<file path="src/rtl/scratch_pad_dumper.sv">
// ---------------------------------------------------------------------------
// scratch_pad_dumper
//
// Reads a contiguous range of 32-bit words from the scratchpad through its
// synchronous read port and streams them out as bytes, least-significant byte
// first, over a ready/valid byte interface (typically toward a UART TX).
//
// Ports:
//   clock        in   sole clock, rising edge
//   reset        in   asynchronous, active-high; clears all state
//   io_start     in   one-cycle command strobe, sampled only in IDLE
//   io_startAddr in   byte address of the first word (bits [1:0] ignored)
//   io_wordCount in   number of words to dump (0 => immediate done)
//   io_busy      out  high while reading/sending (READ, CAPTURE, SEND)
//   io_done      out  one-cycle pulse after the last byte is accepted
//   io_rdAddress out  word-aligned scratchpad read address (0 in IDLE)
//   io_rdData    in   scratchpad read data, valid one cycle after address
//   io_tx_valid  out  byte available on io_tx_bits
//   io_tx_ready  in   downstream accepts the byte when valid && ready
//   io_tx_bits   out  byte being offered
// ---------------------------------------------------------------------------
module scratch_pad_dumper (
  input  logic        clock,
  input  logic        reset,
  input  logic        io_start,
  input  logic [31:0] io_startAddr,
  input  logic [31:0] io_wordCount,
  output logic        io_busy,
  output logic        io_done,
  output logic [31:0] io_rdAddress,
  input  logic [31:0] io_rdData,
  output logic        io_tx_valid,
  input  logic        io_tx_ready,
  output logic [7:0]  io_tx_bits
);

  typedef enum logic [2:0] {
    ST_IDLE    = 3'd0,
    ST_READ    = 3'd1,
    ST_CAPTURE = 3'd2,
    ST_SEND    = 3'd3,
    ST_DONE    = 3'd4
  } state_t;

  state_t      state_q,     state_d;
  logic [31:0] addr_q,      addr_d;
  logic [31:0] remaining_q, remaining_d;
  logic [31:0] buffer_q,    buffer_d;
  logic [1:0]  byte_idx_q,  byte_idx_d;

  logic        tx_fire_s;
  logic [7:0]  tx_byte_s;

  // All outputs decode directly from registered state, so io_tx_valid never
  // depends combinationally on io_tx_ready and drops as soon as reset hits.
  assign io_busy      = (state_q == ST_READ) || (state_q == ST_CAPTURE) ||
                        (state_q == ST_SEND);
  assign io_done      = (state_q == ST_DONE);
  assign io_tx_valid  = (state_q == ST_SEND);
  assign io_rdAddress = (state_q == ST_IDLE) ? 32'd0 : addr_q;
  assign io_tx_bits   = io_tx_valid ? tx_byte_s : 8'd0;

  assign tx_fire_s    = io_tx_valid && io_tx_ready;

  // Byte lane selection from the captured word, LSB first.
  always_comb begin
    tx_byte_s = 8'd0;
    case (byte_idx_q)
      2'd0:    tx_byte_s = buffer_q[7:0];
      2'd1:    tx_byte_s = buffer_q[15:8];
      2'd2:    tx_byte_s = buffer_q[23:16];
      2'd3:    tx_byte_s = buffer_q[31:24];
      default: tx_byte_s = 8'd0;
    endcase
  end

  // Next-state logic for the dump sequencer and its datapath registers.
  always_comb begin
    state_d     = state_q;
    addr_d      = addr_q;
    remaining_d = remaining_q;
    buffer_d    = buffer_q;
    byte_idx_d  = byte_idx_q;

    case (state_q)
      ST_IDLE: begin
        if (io_start) begin
          if (io_wordCount != 32'd0) begin
            addr_d      = {io_startAddr[31:2], 2'b00};
            remaining_d = io_wordCount;
            state_d     = ST_READ;
          end else begin
            // Zero-length dump: report completion without touching memory.
            state_d = ST_DONE;
          end
        end else begin
          state_d = ST_IDLE;
        end
      end

      // Address is already presented; memory registers it on this edge.
      ST_READ: begin
        state_d = ST_CAPTURE;
      end

      ST_CAPTURE: begin
        buffer_d   = io_rdData;
        byte_idx_d = 2'd0;
        state_d    = ST_SEND;
      end

      ST_SEND: begin
        if (tx_fire_s) begin
          byte_idx_d = byte_idx_q + 2'd1;
          if (byte_idx_q == 2'd3) begin
            remaining_d = remaining_q - 32'd1;
            if (remaining_q == 32'd1) begin
              state_d = ST_DONE;
            end else begin
              // 32-bit add wraps 0xFFFFFFFC to 0x00000000 naturally.
              addr_d  = addr_q + 32'd4;
              state_d = ST_READ;
            end
          end else begin
            state_d = ST_SEND;
          end
        end else begin
          // Backpressure: hold byte, address and state.
          state_d = ST_SEND;
        end
      end

      ST_DONE: begin
        state_d = ST_IDLE;
      end

      default: begin
        state_d = ST_IDLE;
      end
    endcase
  end

  // State and datapath registers with asynchronous active-high clear.
  always_ff @(posedge clock or posedge reset) begin
    if (reset) begin
      state_q     <= ST_IDLE;
      addr_q      <= 32'd0;
      remaining_q <= 32'd0;
      buffer_q    <= 32'd0;
      byte_idx_q  <= 2'd0;
    end else begin
      state_q     <= state_d;
      addr_q      <= addr_d;
      remaining_q <= remaining_d;
      buffer_q    <= buffer_d;
      byte_idx_q  <= byte_idx_d;
    end
  end

endmodule

</file>
<file path="config.mk">
export PLATFORM = sky130hd
export DESIGN_NAME = scratch_pad_dumper
export DESIGN_NICKNAME = d
export VERILOG_FILES = /design/src/rtl/scratch_pad_dumper.sv
export SDC_FILE = /design/constraint.sdc
export NUM_CORES = 1
export LEC_CHECK = 0
export ABC_CLOCK_PERIOD_IN_PS = 10210
export CAP_MARGIN = 40
export CORE_MARGIN = 2
export CORE_UTILIZATION = 52
export CTS_BUF_LIST = sky130_fd_sc_hd__clkbuf_4 sky130_fd_sc_hd__clkbuf_8
export DETAILED_ROUTE_END_ITERATION = 7
export PLACE_DENSITY = 0.83
export SETUP_SLACK_MARGIN = 0.02
export SYNTH_ARGS = -nofsm -noshare
export SYNTH_HDL_FRONTEND = slang
export SYNTH_SLANG_ARGS = --single-unit
</file>
<file path="constraint.sdc">
create_clock -name clock -period 10.21 [get_ports clock]
set_input_delay 2.042 -clock clock [delete_from_list [all_inputs] [get_ports clock]]
set_output_delay 2.042 -clock clock [all_outputs]
set_load 0.05 [all_outputs]
</file>
======== After elaboration in Yosys (flattened, before gate mapping) ========
Cells that the tools add are included.
storage, ports and cells
  bits in registers ....................... 101
cells by class
  $add $sub $neg .......................... 3
  eq/ne operators ......................... 13
  muxes and demuxes ....................... 22
  reduce and logical (&&, ||, !) cells .... 11
operators by type and width
  cell                                                                    number
  32-bit two-way mux                                                      10
  32-bit case mux with 2 select lines                                     2
  32-bit by 3-bit adder with 32-bit output, second input constant         1
  32-bit by 1-bit equality test with 1-bit output, second input constant  1
  8-bit case mux with 4 select lines                                      1
  32-bit nonzero test                                                     1
  32-bit by 1-bit subtractor with 32-bit output, second input constant    1
  3-bit two-way mux                                                       5
  3-bit case mux with 4 select lines                                      1
  8-bit two-way mux                                                       1
  3-bit by 2-bit equality test with 1-bit output, second input constant   2
  2-bit by 1-bit != test with 1-bit output, second input constant         3
  6-bit AND reduction                                                     1
  5-bit AND reduction                                                     1
  2-bit equality test, second input constant                              2
  2-bit != test, second input constant                                    2
  2-bit case mux with 2 select lines                                      1
  2-bit nonzero test                                                      2
  3-bit by 1-bit equality test with 1-bit output, second input constant   1
  3-bit equality test, second input constant                              1
  3-bit zero test                                                         1
  2-bit by 1-bit adder with 2-bit output, second input constant           1
  2-bit by 1-bit equality test with 1-bit output, second input constant   1
  2-bit zero test                                                         1
  other kinds (4)                                                         5

======== Depth between registers and ports, before layout ========
Gate-level depths: netlist of run 1.
  word-level depth ........................ 5
  mapped depth ............................ 9
  gate-level depth less buffers ........... 7

======== Worst setup path before layout of run 1 ========
Ideal clock, no wire load.
  path type ............................... register to output
  from .................................... register state_q[0]
  to ...................................... output port io_tx_bits[0]
  arrival ................................. 1.871 ns
  required time ........................... 8.168 ns
  path slack .............................. 6.297 ns
  cell stages (with the launch flop) ...... 6
  buffers on the path ..................... 3
  cell sequence ........................... dfrtp_1 -> clkbuf_1 -> nand3b_1 -> clkbuf_1 -> clkbuf_1 -> nor2_1
between the ends
  cells in the longest elaborated chain, start to end .. 2
RTL lines
  what                                            line  source
  start: declaration                              45    state_t state_q, state_d;
  start signal: assignment                        152   state_q <= state_d;
  3-bit by 2-bit equality test with 1-bit output  59    assign io_tx_valid = (state_q == ST_SEND);
  8-bit two-way mux                               61    assign io_tx_bits = io_tx_valid ? tx_byte_s : 8'd0;
  end: declaration                                34    output logic [7:0] io_tx_bits
Every way passes these cells.

======== Worst setup path in the final report of run 1 ========
  from .................................... register state_q[0]
  to ...................................... output port io_tx_valid
between the ends
  cells in the longest elaborated chain, start to end .. 1
RTL lines
  what                                            line  source
  3-bit by 2-bit equality test with 1-bit output  59
  end: declaration                                32    output logic io_tx_valid,
Every way passes these cells.

==> flow_summary.toml, run 1 <==
[critical_path]
cp-end-kind = "output pin"
crit_required_ns = 8.17
r2r_start = "state_q[0]"
critPathKind = "flop to output pin"
arrival_ns = 2.77
max_stage_delay_ns = 0.72
r2r_setup_slack_ns = 6.63
path_cells = "nand3b_1 > buf_4 > inv_2 > clkdlybuf4s50_1"
worstRegToRegCells = 6
crit_path_start_kind = "flop"
cpMaxStageDelayCell = "clkdlybuf4s50_1"
reg2reg_to = "addr_q[2]"
worstPathMaxFanout = 80
startpoint = "state_q[0]"

[flow_run]
drv_cap = 0

[cts]
cts_tree = "done"
clockBufferDepth = 2
clk_pin_slew_ns = 0.10
clock_sinks = 99
clkLatencyLatePin_ns = 0.38
cts_hold_buf = 0
clockRootBuffer = "clkbuf_8"
cts_resized = 0
post-cts-setup-buffers = 0
numCtsBuffers = 9
htree_levels = 3

[logic_synthesis]
yosys_warnings = 0
ys_seq_elements = 99
synthArstFlopShare = 1.00
avgSynthCellArea_um2 = 8.71
netlist_area_um2 = 6090
synth_seq_area_share = 0.407
synthCells = 699
yosys.cell_types.count = 60
synth_flop_cell = "dfrtp_1"
synth_edf_count = 0

[sta]
clock_skew_ns = 0.0120
worst_pin_slew_ns = 0.921
rsz0062_at_grt = "no"
report.final.slew_viol_count = 0
fin_setup_tns_ns = 0
hold_viol_final = 0
post-route-min-period_ns = 4.81
setup_violations = 0
fmax_mhz = 208
fin_crit_sh = 0.471
max-slew-margin-rel = 0.386

[pwr]
ir_worst_vdd_mv = 0.281
clkPwrFrac = 0.126
p_sw_frac = 0.481
p_switching_mw = 1.11
power.leakage_nw = 2.97
power_frac_comb = 0.539
power.density_nw_per_um2 = 297
intPower_mw = 1.20
seq_power_share = 0.335

[min_path]
hold_path_class = "flop to flop"
holdPathStages = 1
whs_endpoint = "buffer_q[27]"
hp-start = "buffer_q[27]"

[place]
port_buffers = 138
gp_congestion = 0.906
dp_hpwl_um = 12100
place_inst = 933

[grt]
grt_pass1_vias = 6167
grt_max_degree = 98
overflow = 0
grt_pass1_wl_um = 29400
grtUsageTotal = 0.282
antenna_found_initial = 0

[routing]
drc = 0
wl_per_cell_um = 18.5
antenna_left = 0
drt-pass1-iter-count = 6
vias_per_cell = 6.52
routed_wl_um = 17500
drt-initial-drc-count = 588
vias = 6188

[finish]
finish.utilization = 0.680
nNetsFinal = 908
num_antenna_cells = 0
area_growth_pct = 27.4
final_cell_mix = "clkdlybuf4s50_1 (138), dfrtp_1 (99), nor2_1 (71)"
layoutNonFillerInstCount = 949
fillers = 910
drive_gt1_frac = 0.0906
final_common_cell = "clkdlybuf4s50_1"

[floorplanning]
row_count = 39
die_height_um = 112
ios = 143
start_util = 0.533
fp.dieArea_um2 = 12600
die_w_um = 112
fp.coreArea_um2 = 11400

[outcome]
outcome = "finished, final reports clean"
==> layout make-up <==
type | count | area [um2] | area share
well taps | 143 | 179 | 0.0231
clock inverters | 6 | 96.3 | 0.0124
flip-flops and latches | 99 | 2480 | 0.319
inverters | 14 | 55.1 | 0.00709
clock buffers | 10 | 131 | 0.0169
repair buffers | 148 | 1470 | 0.189
multi-input cells | 529 | 3350 | 0.432
==> power groups by stage <==
| stage | Sequential, mW | Clock, mW | Combinational, mW |
|---|---|---|---|
| after global placement | 0.758 | 0 | 1.19 |
| final | 0.772 | 0.291 | 1.24 |
| after CTS | 0.765 | 0.295 | 1.24 |
| after floorplan | 0.701 | 0 | 0.923 |
| after global routing | 0.802 | 0.312 | 1.34 |
| after detailed placement | 0.771 | 0 | 1.23 |
==> cell usage after synthesis, types with 7 or more instances <==
| master | count | area, um2 |
|---|---|---|
| a31oi_1 | 21 | 131 |
| o21ai_0 | 42 | 210 |
| a222oi_1 | 8 | 80.1 |
| a21oi_1 | 53 | 265 |
| inv_1 | 13 | 48.8 |
| a2bb2oi_1 | 11 | 96.3 |
| dfrtp_1 | 99 | 2480 |
| o22a_1 | 14 | 123 |
| o31ai_1 | 10 | 75.1 |
| nand4_1 | 21 | 131 |
| nor3_1 | 28 | 140 |
| ha_1 | 7 | 87.6 |
| clkbuf_1 | 46 | 173 |
| nand3_1 | 18 | 90.1 |
| buf_1 | 7 | 26.3 |
| nor2_1 | 72 | 270 |
| nand2_1 | 35 | 131 |
| nor4_1 | 24 | 150 |
| mux2_2 | 32 | 360 |
| o22ai_1 | 11 | 68.8 |
| nor2b_1 | 29 | 181 |
==> registers in the layout (all words and copies together) (netlist names) <==
name / cells
buffer_q: 32
remaining_q: 32
addr_q: 30
state_q: 3
byte_idx_q: 2
==> per-stage QoR <==
| step | worst slack (ns) | instance area, um2 | hold WS, ns | total power [mW] |
|---|---|---|---|---|
| floorplan | 5.58 | 6090 | 0.463 | 1.62 |
| global placement | 5.30 | 7510 | 0.482 | 1.95 |
| detailed placement | 5.26 | 7530 | 0.498 | 2.00 |
| CTS | 5.41 | 7760 | 0.520 | 2.30 |
| global route | 5.28 | 7760 | 0.532 | 2.45 |
| finish | 5.40 | 7760 | 0.520 | 2.31 |
==> logic make-up (layout without fill, tap and decap cells) <==
family,after synthesis,after routing,synth area share
DFF,99,99,0.407
and+or+nand+nor,267,267,0.228
muxes,35,35,0.0641
other,1,2,0.000616
adders and majority gates,7,7,0.0144
AOI/OAI and AO/OA,218,218,0.240
buffers and inverters,72,178,0.0466
==> worst max-delay path by stage <==
stage                            to  slack [ns]
global route            io_tx_valid        5.28
floorplan                addr_q[10]        5.58
finish                  io_tx_valid        5.40
detailed placement  remaining_q[17]        5.26
global placement    remaining_q[30]        5.30
CTS                     io_tx_valid        5.41
==> metal layers <==
layer,GRT usage,share of wire
met5,0,0
met4,0.128,0.029
met3,0.0578,0.079
met2,0.469,0.49
met1,0.357,0.41
==> critical path: cells and delay by family (launching register included) <==
| kind | cells | cell delay, ns |
|---|---|---|
| and+or+nand+nor | 1 | 0.37 |
| buffers and inverters | 3 | 1.49 |
| DFF | 1 | 0.49 |
Power figures use the tool's default switching activity.
==> run 2, diff against run 1 <==
--- a/config.mk
+++ b/config.mk
@@ -5,7 +5,7 @@
 export SDC_FILE = /design/constraint.sdc
 export NUM_CORES = 1
 export LEC_CHECK = 0
-export ABC_CLOCK_PERIOD_IN_PS = 10210
+export ABC_CLOCK_PERIOD_IN_PS = 4610
 export CAP_MARGIN = 40
 export CORE_MARGIN = 2
 export CORE_UTILIZATION = 52
==> constraint.sdc (replaced) <==
create_clock -name clock -period 4.61 [get_ports clock]
set_input_delay 0.922 -clock clock [delete_from_list [all_inputs] [get_ports clock]]
set_output_delay 0.922 -clock clock [all_outputs]
set_load 0.05 [all_outputs]
==> flow_summary.toml, run 2 (synthesized netlist as in run 1, its figures left out) <==
[place]
dpl_cell_area_um2 = 7590
dp_hpwl_um = 12500
gp_congestion = 0.932
port_buffers = 138

[outcome]
outcome = "finished, final reports clean"

[routing]
vias = 6198
drc = 0
drt-pass1-iter-count = 6
vias_per_cell = 6.48
drt-initial-drc-count = 643
antenna_left = 0
routed_wl_um = 17900
wl_per_cell_um = 18.7

[critical_path]
critPathKind = "flop to output pin"
worstPathMaxFanout = 8
crit_path_start_kind = "flop"
arrival_ns = 2.75
crit_required_ns = 3.69
cp-end-kind = "output pin"

[sta]
fin_crit_sh = 0.798
max-slew-margin-rel = 0.373
fmax_mhz = 272
worst_pin_slew_ns = 0.941
clock_skew_ns = 0.00964
rsz0062_at_grt = "no"
report.final.slew_viol_count = 0
hold_viol_final = 0
setup_violations = 0
post-route-min-period_ns = 3.68
fin_setup_tns_ns = 0
timing.hold.ws_ns = 0.517

[finish]
fillers = 894
seqCellArea_um2 = 2480
finish.utilization = 0.681
multiInputGateArea_um2 = 3350
nNetsFinal = 915
final_common_cell = "clkdlybuf4s50_1"
stdcell_area_um2 = 7780
top_regs = "buffer_q: 32 flops, remaining_q: 32 flops, addr_q: 30 flops"
drive_gt1_frac = 0.0972
final_cell_mix = "clkdlybuf4s50_1 (137), dfrtp_1 (99), nor2_1 (71)"
num_antenna_cells = 0
area_growth_pct = 27.7

[cts]
cts_hold_buf = 0
clockRootBuffer = "clkbuf_8"
clkLatencyLatePin_ns = 0.38
numCtsBuffers = 9
cts_resized = 0
post-cts-setup-buffers = 0
cts_tree = "done"
clk_pin_slew_ns = 0.10
clock_sinks = 99
clockBufferDepth = 2
htree_levels = 3

[floorplanning]
fp.coreArea_um2 = 11400
ios = 143
start_util = 0.533
die_height_um = 112
row_count = 39
die_w_um = 112
fp.dieArea_um2 = 12600

[grt]
grtUsageTotal = 0.286
overflow = 0
grt_max_degree = 98
grt_pass1_wl_um = 29700
grt_pass1_vias = 6174
antenna_found_initial = 0

[pwr]
ir_worst_vdd_mv = 0.477
power.leakage_nw = 2.98
p_total_mw = 5.02
power.density_nw_per_um2 = 646

[min_path]
hold_path_class = "flop to flop"

[flow_run]
drv_cap = 0
[run 2: cell types whose count changed in the layout (fill, tap and decap cells not counted), sizes merged]
cell | before | now
bufinv | 2 | 0
inv | 16 | 14
clkbuf | 10 | 11
clkinvlp | 1 | 2
clkdlybuf4s50 | 138 | 137
buf | 10 | 18
clkinv | 1 | 3
[run 2: worst max-delay path, cell delays in order (launching register included)]
cell	delay, ns
dfrtp_1	0.39
inv_1	0.10
ha_1	0.31
a222oi_1	0.54
nor2_1	0.09
a21oi_1	0.15
nor2_1	0.06
clkdlybuf4s50_1	0.73
[run 2: area by class of cell]
type,instances,share of cell area
Multi-Input combinational cell,529,0.431
Sequential cell,99,0.319
Timing Repair Buffer,155,0.196
Tap cell,143,0.0230
Clock buffer,11,0.0195
Inverter,14,0.00708
Clock inverter,5,0.00483
[run 2: power breakdown]
part           internal [mW]  switching, mW  total [mW]
Combinational           1.07           1.69        2.76
Sequential              1.27          0.447        1.72
Clock                  0.227          0.314       0.541
Total                   2.57           2.45        5.02
[run 2: through the flow]
| stage | cells | worst slack [ns] |
|---|---|---|
| 2_1_floorplan | 700 | 1.10 |
| 3_3_place_gp | 938 | 1.15 |
| 3_5_place_dp | 940 | 1.10 |
| 4_1_cts | 956 | 0.957 |
| 5_1_grt | 956 | 0.819 |
| 6_report | 956 | 0.933 |
[run 2: routing by layer]
metal	track usage	up-vias	part of all wire
met2	0.475	320	0.49
met4	0.106	0	0.026
met3	0.0605	45	0.080
met5	0	-	0
li1	-	2862	-
met1	0.372	2971	0.41
[run 2: final timing paths]
kind | end | cells past startpoint | startpoint | slack [ns]
worst max-delay path | io_tx_bits[4] | 7 | byte_idx_q[1] | 0.93
worst min-delay path | buffer_q[1] | 1 | buffer_q[1] | 0.52
worst max register to register | remaining_q[16] | 6 | state_q[2] | 1.55
worst min register to register | buffer_q[1] | 1 | buffer_q[1] | 0.52
max in group asynchronous | remaining_q[5] | 4 | reset | 2.96
min in group asynchronous | addr_q[15] | 2 | reset | 0.85
==> run 3, diff against run 2 <==
--- a/config.mk
+++ b/config.mk
@@ -5,13 +5,13 @@
 export SDC_FILE = /design/constraint.sdc
 export NUM_CORES = 1
 export LEC_CHECK = 0
-export ABC_CLOCK_PERIOD_IN_PS = 4610
+export ABC_CLOCK_PERIOD_IN_PS = 3300
 export CAP_MARGIN = 40
 export CORE_MARGIN = 2
-export CORE_UTILIZATION = 52
+export CORE_UTILIZATION = 47
 export CTS_BUF_LIST = sky130_fd_sc_hd__clkbuf_4 sky130_fd_sc_hd__clkbuf_8
 export DETAILED_ROUTE_END_ITERATION = 7
-export PLACE_DENSITY = 0.83
+export PLACE_DENSITY = 0.79
 export SETUP_SLACK_MARGIN = 0.02
 export SYNTH_ARGS = -nofsm -noshare
 export SYNTH_HDL_FRONTEND = slang
==> constraint.sdc (replaced) <==
create_clock -name clock -period 3.3 [get_ports clock]
set_input_delay 0.66 -clock clock [delete_from_list [all_inputs] [get_ports clock]]
set_output_delay 0.66 -clock clock [all_outputs]
set_load 0.05 [all_outputs]
==> flow_summary.toml, run 3 (synthesized netlist as in run 1, its figures left out) <==
[outcome]
outcome = "finished, final reports clean"

[sta]
setup_violations = 0
rsz0062_at_grt = "no"
fmax_mhz = 337
fin_setup_tns_ns = 0
post-route-min-period_ns = 2.97
clock_skew_ns = 0.0108
worst_pin_slew_ns = 0.710
fin_crit_sh = 0.900
max-slew-margin-rel = 0.522
report.final.slew_viol_count = 0
hold_viol_final = 0

[routing]
drt-initial-drc-count = 586
vias = 6165
wl_per_cell_um = 18.1
routed_wl_um = 17900
wl_met3_um = 1360
vias_per_cell = 6.24
antenna_left = 0
wl_met2_um = 8700
wl_met1_um = 7430
highest_layer = "met4"
drc = 0
drt-pass1-iter-count = 5

[cts]
clock_sinks = 99
cts_resized = 0
htree_levels = 3
clk_pin_slew_ns = 0.10
cts_hold_buf = 0
numCtsBuffers = 9
cts_tree = "done"
post-cts-setup-buffers = 0
clkLatencyLatePin_ns = 0.39
clockBufferDepth = 2
clockRootBuffer = "clkbuf_8"

[finish]
top_regs = "buffer_q: 32 flops, remaining_q: 32 flops, addr_q: 30 flops"
final_cell_mix = "clkdlybuf4s50_1 (129), dfrtp_1 (99), nor2_1 (71)"
drive_gt1_frac = 0.112
nNetsFinal = 918
num_antenna_cells = 0
final_common_cell = "clkdlybuf4s50_1"
fillers = 1114
area_growth_pct = 28.7

[grt]
grt_max_degree = 65
grt_pass1_wl_um = 29600
antenna_found_initial = 0
grt_pass1_vias = 6018
overflow = 0
grtUsageTotal = 0.258

[critical_path]
r2r_setup_slack_ns = 0.53
cp-end-kind = "output pin"
critPathKind = "flop to output pin"
crit_path_start_kind = "flop"
arrival_ns = 2.31
worstPathMaxFanout = 33
crit_required_ns = 2.64

[place]
port_buffers = 138
gp_congestion = 0.921
dp_hpwl_um = 12600

[floorplanning]
row_count = 41
die_w_um = 118
fp.dieArea_um2 = 13900
fp.coreArea_um2 = 12600
die_height_um = 118
start_util = 0.483
ios = 143

[pwr]
p_total_mw = 7.07
power.density_nw_per_um2 = 902
ir_worst_vdd_mv = 0.607
power.leakage_nw = 3.03

[min_path]
hold_path_class = "flop to flop"

[flow_run]
drv_cap = 0
## run 3: final timing paths
path / start / end / cells past startpoint
max: state_q[0] / io_rdAddress[26] / 4
min: remaining_q[6] / remaining_q[6] / 2
max reg2reg: remaining_q[0] / remaining_q[20] / 7
min reg2reg: remaining_q[6] / remaining_q[6] / 2
max in group asynchronous: reset / remaining_q[15] / 3
min in group asynchronous: reset / addr_q[17] / 2
## run 3: routing by layer
layer,GRT usage,up-vias
met5,0,-
met4,0.102,0
met3,0.0436,29
met2,0.432,296
met1,0.335,2962
li1,-,2878
## run 3: report_power, final
group | switching [mW] | internal [mW]
Clock | 0.448 | 0.371
Sequential | 0.612 | 1.78
Combinational | 2.36 | 1.50
Total | 3.42 | 3.65
## run 3: area by class of cell
cell class | instances | area [um2] | area share
multi-input combinational | 529 | 3350 | 0.428
sequential | 99 | 2480 | 0.316
timing repair buffer | 158 | 1530 | 0.196
tap | 172 | 215 | 0.0275
clock buffer | 10 | 138 | 0.0176
clock inverter | 6 | 65.1 | 0.00830
inverter | 14 | 55.1 | 0.00702
## run 3: worst max-delay path, stage by stage, from the launching register on
cell             delay (ns)
dfrtp_1                0.53
nor3_2                 0.08
buf_4                  0.24
nor2b_1                0.22
clkdlybuf4s50_1        0.83
## run 3: per-stage QoR
stage	std cells	hold WS, ns	instance area [um2]	utilization	worst slack [ns]
6_report	988	0.516	7840	0.621	0.331
5_1_grt	988	0.533	7840	0.621	0.244
4_1_cts	988	0.519	7840	0.621	0.323
3_5_place_dp	972	0.497	7630	0.605	0.276
3_3_place_gp	972	0.488	7630	0.605	0.381
2_1_floorplan	700	0.463	6090	-	0.0496
==> RTL change 1 (settings of run 3) <==
Take the reset off `addr_q` and `buffer_q` and load them in a clocked block of their own.
--- a/src/rtl/scratch_pad_dumper.sv
+++ b/src/rtl/scratch_pad_dumper.sv
@@ -144,18 +144,19 @@
   always_ff @(posedge clock or posedge reset) begin
     if (reset) begin
       state_q     <= ST_IDLE;
-      addr_q      <= 32'd0;
       remaining_q <= 32'd0;
-      buffer_q    <= 32'd0;
       byte_idx_q  <= 2'd0;
     end else begin
       state_q     <= state_d;
-      addr_q      <= addr_d;
       remaining_q <= remaining_d;
-      buffer_q    <= buffer_d;
       byte_idx_q  <= byte_idx_d;
     end
   end
 
+  always_ff @(posedge clock) begin
+    addr_q   <= addr_d;
+    buffer_q <= buffer_d;
+  end
+
 endmodule
 
Function: changed (Yosys sat finds a counterexample within 4 cycles, from zero or initial values and one cycle with reset high).
==> RTL change 1 against run 3 <==
- area after synthesis shrank 5.9%
- cell area shrank 4.2%
- routed wire length shrank 12%
- setup slack lost 0.050 ns
- synthesized cell count shrank 15%
- total power shrank 11%
- first-iteration DRC count grew 9.9%
- sequential cell count is the same
- largest cell class is now registers
==> RTL change 1: results <==
{
  "ys_types": 61,
  "synthArstFlopShare_pct": 37.4,
  "power_frac_seq_pct": 35.5,
  "routed-wl-met2_um": 7630,
  "reg2reg_slack_ns": 0.72,
  "cts.repair.resized": 4,
  "placed_cells": 859,
  "synthAdderAreaFrac_pct": 1.53,
  "synth-edff-count": 62,
  "status": "completed",
  "grt_use_met1_pct": 32.3,
  "pg_comb_mw": 3.21,
  "route.met3.wl_um": 1200,
  "n_fill_cell": 993,
  "max_stage_delay_ns": 0.56,
  "drt_iter0_drc": 644,
  "arrival_ns": 2.36,
  "path_max_fanout": 8,
  "synthXorXnorAreaFrac_pct": 4.28,
  "gp_congestion": 0.918,
  "grt_max_degree": 57,
  "multi_input_area_um2": 2750,
  "wl_met1_um": 6460,
  "dpl.hpwl_um": 11400,
  "use_met2_pct": 39.7
}
## RTL change 1: path summary, 6_finish.rpt
path | to | startpoint | depth (start not counted)
max | io_tx_bits[1] | byte_idx_q[1]$_DFFE_PP0P_ | 7
min reg2reg | remaining_q[23]$_DFFE_PP0P_ | remaining_q[23]$_DFFE_PP0P_ | 2
max reg2reg | remaining_q[9]$_DFFE_PP0P_ | state_q[2]$_DFF_PP0_ | 5
min | remaining_q[23]$_DFFE_PP0P_ | remaining_q[23]$_DFFE_PP0P_ | 2
min in group asynchronous | remaining_q[29]$_DFFE_PP0P_ | reset | 3
max in group asynchronous | remaining_q[27]$_DFFE_PP0P_ | reset | 3
## RTL change 1: area by class of cell
type	count	area share [%]
clock buffer	10	1.75
clock inverter	6	0.983
inverter	15	0.750
multi-input combinational	443	36.7
sequential	99	37.1
tap	147	2.45
timing repair buffer	155	20.3
==> RTL change 2 (flow settings as in run 3) <==
Made on the original files. The 5 states of `state_t` get a one-hot encoding in 5 bits.
--- a/src/rtl/scratch_pad_dumper.sv
+++ b/src/rtl/scratch_pad_dumper.sv
@@ -34,12 +34,12 @@
   output logic [7:0]  io_tx_bits
 );
 
-  typedef enum logic [2:0] {
-    ST_IDLE    = 3'd0,
-    ST_READ    = 3'd1,
-    ST_CAPTURE = 3'd2,
-    ST_SEND    = 3'd3,
-    ST_DONE    = 3'd4
+  typedef enum logic [4:0] {
+    ST_IDLE    = 5'b00001,
+    ST_READ    = 5'b00010,
+    ST_CAPTURE = 5'b00100,
+    ST_SEND    = 5'b01000,
+    ST_DONE    = 5'b10000
   } state_t;
 
   state_t      state_q,     state_d;
Function: same outputs for any inputs over 10 cycles, from zero or initial values and one cycle with reset high; not proved beyond that.
==> RTL change 2 against run 3 <==
- via count down 0.23%
- global-route usage down 0.22 points
- first-iteration DRC count up 30%
- final cell count up 0.81%
- routed wire length up 0.88%
- sequential cell count up 2
- total power down 2.8%
- area after synthesis up 1.8%
- cell area up 2.5%
- setup slack worse by 0.072 ns
- register-to-register slack better by 0.06 ns
- hold slack better by 0.0048 ns
- die area up 1.7%
- critical endpoint is now io_tx_valid
- largest cell class unchanged
- largest power group unchanged
==> RTL change 2: results <==
{
  "cts_buffer_depth": 2,
  "synthTopCellsByArea": "dfrtp_1 (40%), mux2_2 (5.8%), a21oi_1 (4.0%)",
  "ys_types": 62,
  "hp-start": "buffer_q[11]$_DFFE_PP0P_",
  "setup_tns_ns": 0,
  "antenna_found_initial": 0,
  "tightest_slew_ns": 0.798,
  "reg2reg_slack_ns": 0.59,
  "dpl.hpwl_um": 12900,
  "skew_ns": 0.0217,
  "arrival_ns": 2.38,
  "path_max_fanout": 38,
  "grt_use_total_pct": 25.6,
  "synthArstFlopShare_pct": 100,
  "layout-drive-gt1-share_pct": 16.3,
  "status": "completed",
  "worstHoldPathCells": 1,
  "cts.repair.resized": 1,
  "finalNetCount": 926,
  "gp_congestion": 0.936,
  "crit_end": "io_tx_valid",
  "drt_iter0_drc": 763,
  "grt_pass1_wl_um": 29600,
  "drtPass1Iterations": 6,
  "first_global_vias": 5878,
  "grt_max_degree": 45,
  "swShare_pct": 47.1,
  "p_leak_nw": 3.12,
  "worstSetupStartpoint": "state_q[4]$_DFF_PP0_",
  "hold_end": "buffer_q[11]$_DFFE_PP0P_",
  "via_per_inst": 6.18,
  "synth_top_cells_by_count": "dfrtp_1 (100), nor2_1 (62), a21oi_1 (49), o21ai_0 (48), nor3_1 (43)",
  "worst_setup_path_start_kind": "register",
  "yosysSeqAreaShare_pct": 40.8,
  "ir_worst_vdd_v": 0.000330,
  "htreeDepth": 3,
  "drt_wl_total_um": 18000
}
-- RTL change 2: metal layers --
layer	up-vias	track usage (%)	wire, um
met5	-	0	0
met1	2941	34.5	7600
met3	32	5.84	1440
li1	2885	-	-
met4	0	7.81	363
met2	293	41.3	8600
-- RTL change 2: per-stage QoR --
stage	power (mW)	area [um2]	hold WS, ns	setup WS, ns	std cells
after detailed placement	5.98	7810	0.496	0.338	980
after floorplan	4.88	6200	0.466	0.206	701
final	6.87	8040	0.521	0.260	996
after CTS	6.87	8040	0.522	0.245	996
after global routing	7.28	8040	0.539	0.153	996
after global placement	5.84	7810	0.483	0.328	980
-- RTL change 2: cell type report --
type,count,area (um2)
Inverter,14,61.3
Clock buffer,9,124
Multi-Input combinational cell,533,3400
Tap cell,172,215
Fill cell,1075,4690
Timing Repair Buffer,160,1610
Sequential cell,101,2530
Clock inverter,7,100
-- RTL change 2: power groups by stage --
stage | Sequential, mW | Combinational [mW] | Clock [mW]
floorplan | 2.27 | 2.61 | 0
global placement | 2.41 | 3.43 | 0
detailed placement | 2.46 | 3.51 | 0
CTS | 2.44 | 3.52 | 0.902
global route | 2.55 | 3.77 | 0.953
finish | 2.46 | 3.52 | 0.888
-- RTL change 2: worst max-delay path: stages, from the launching register on --
cell and delay (ns):
dfrtp_1 0.44, or4_4 0.57, or2_4 0.41, inv_2 0.18
buf_4 0.23, buf_12 0.16
-- RTL change 2: cells by family after synthesis --
logic type / Yosys count / share of synthesized area (%)
AOI/OAI and AO/OA: 209 / 22.7
adders and majority gates: 7 / 1.41
buffers and inverters: 67 / 4.78
DFF: 101 / 40.8
muxes: 36 / 6.46
other: 1 / 0.0605
and+or+nand+nor: 279 / 23.8
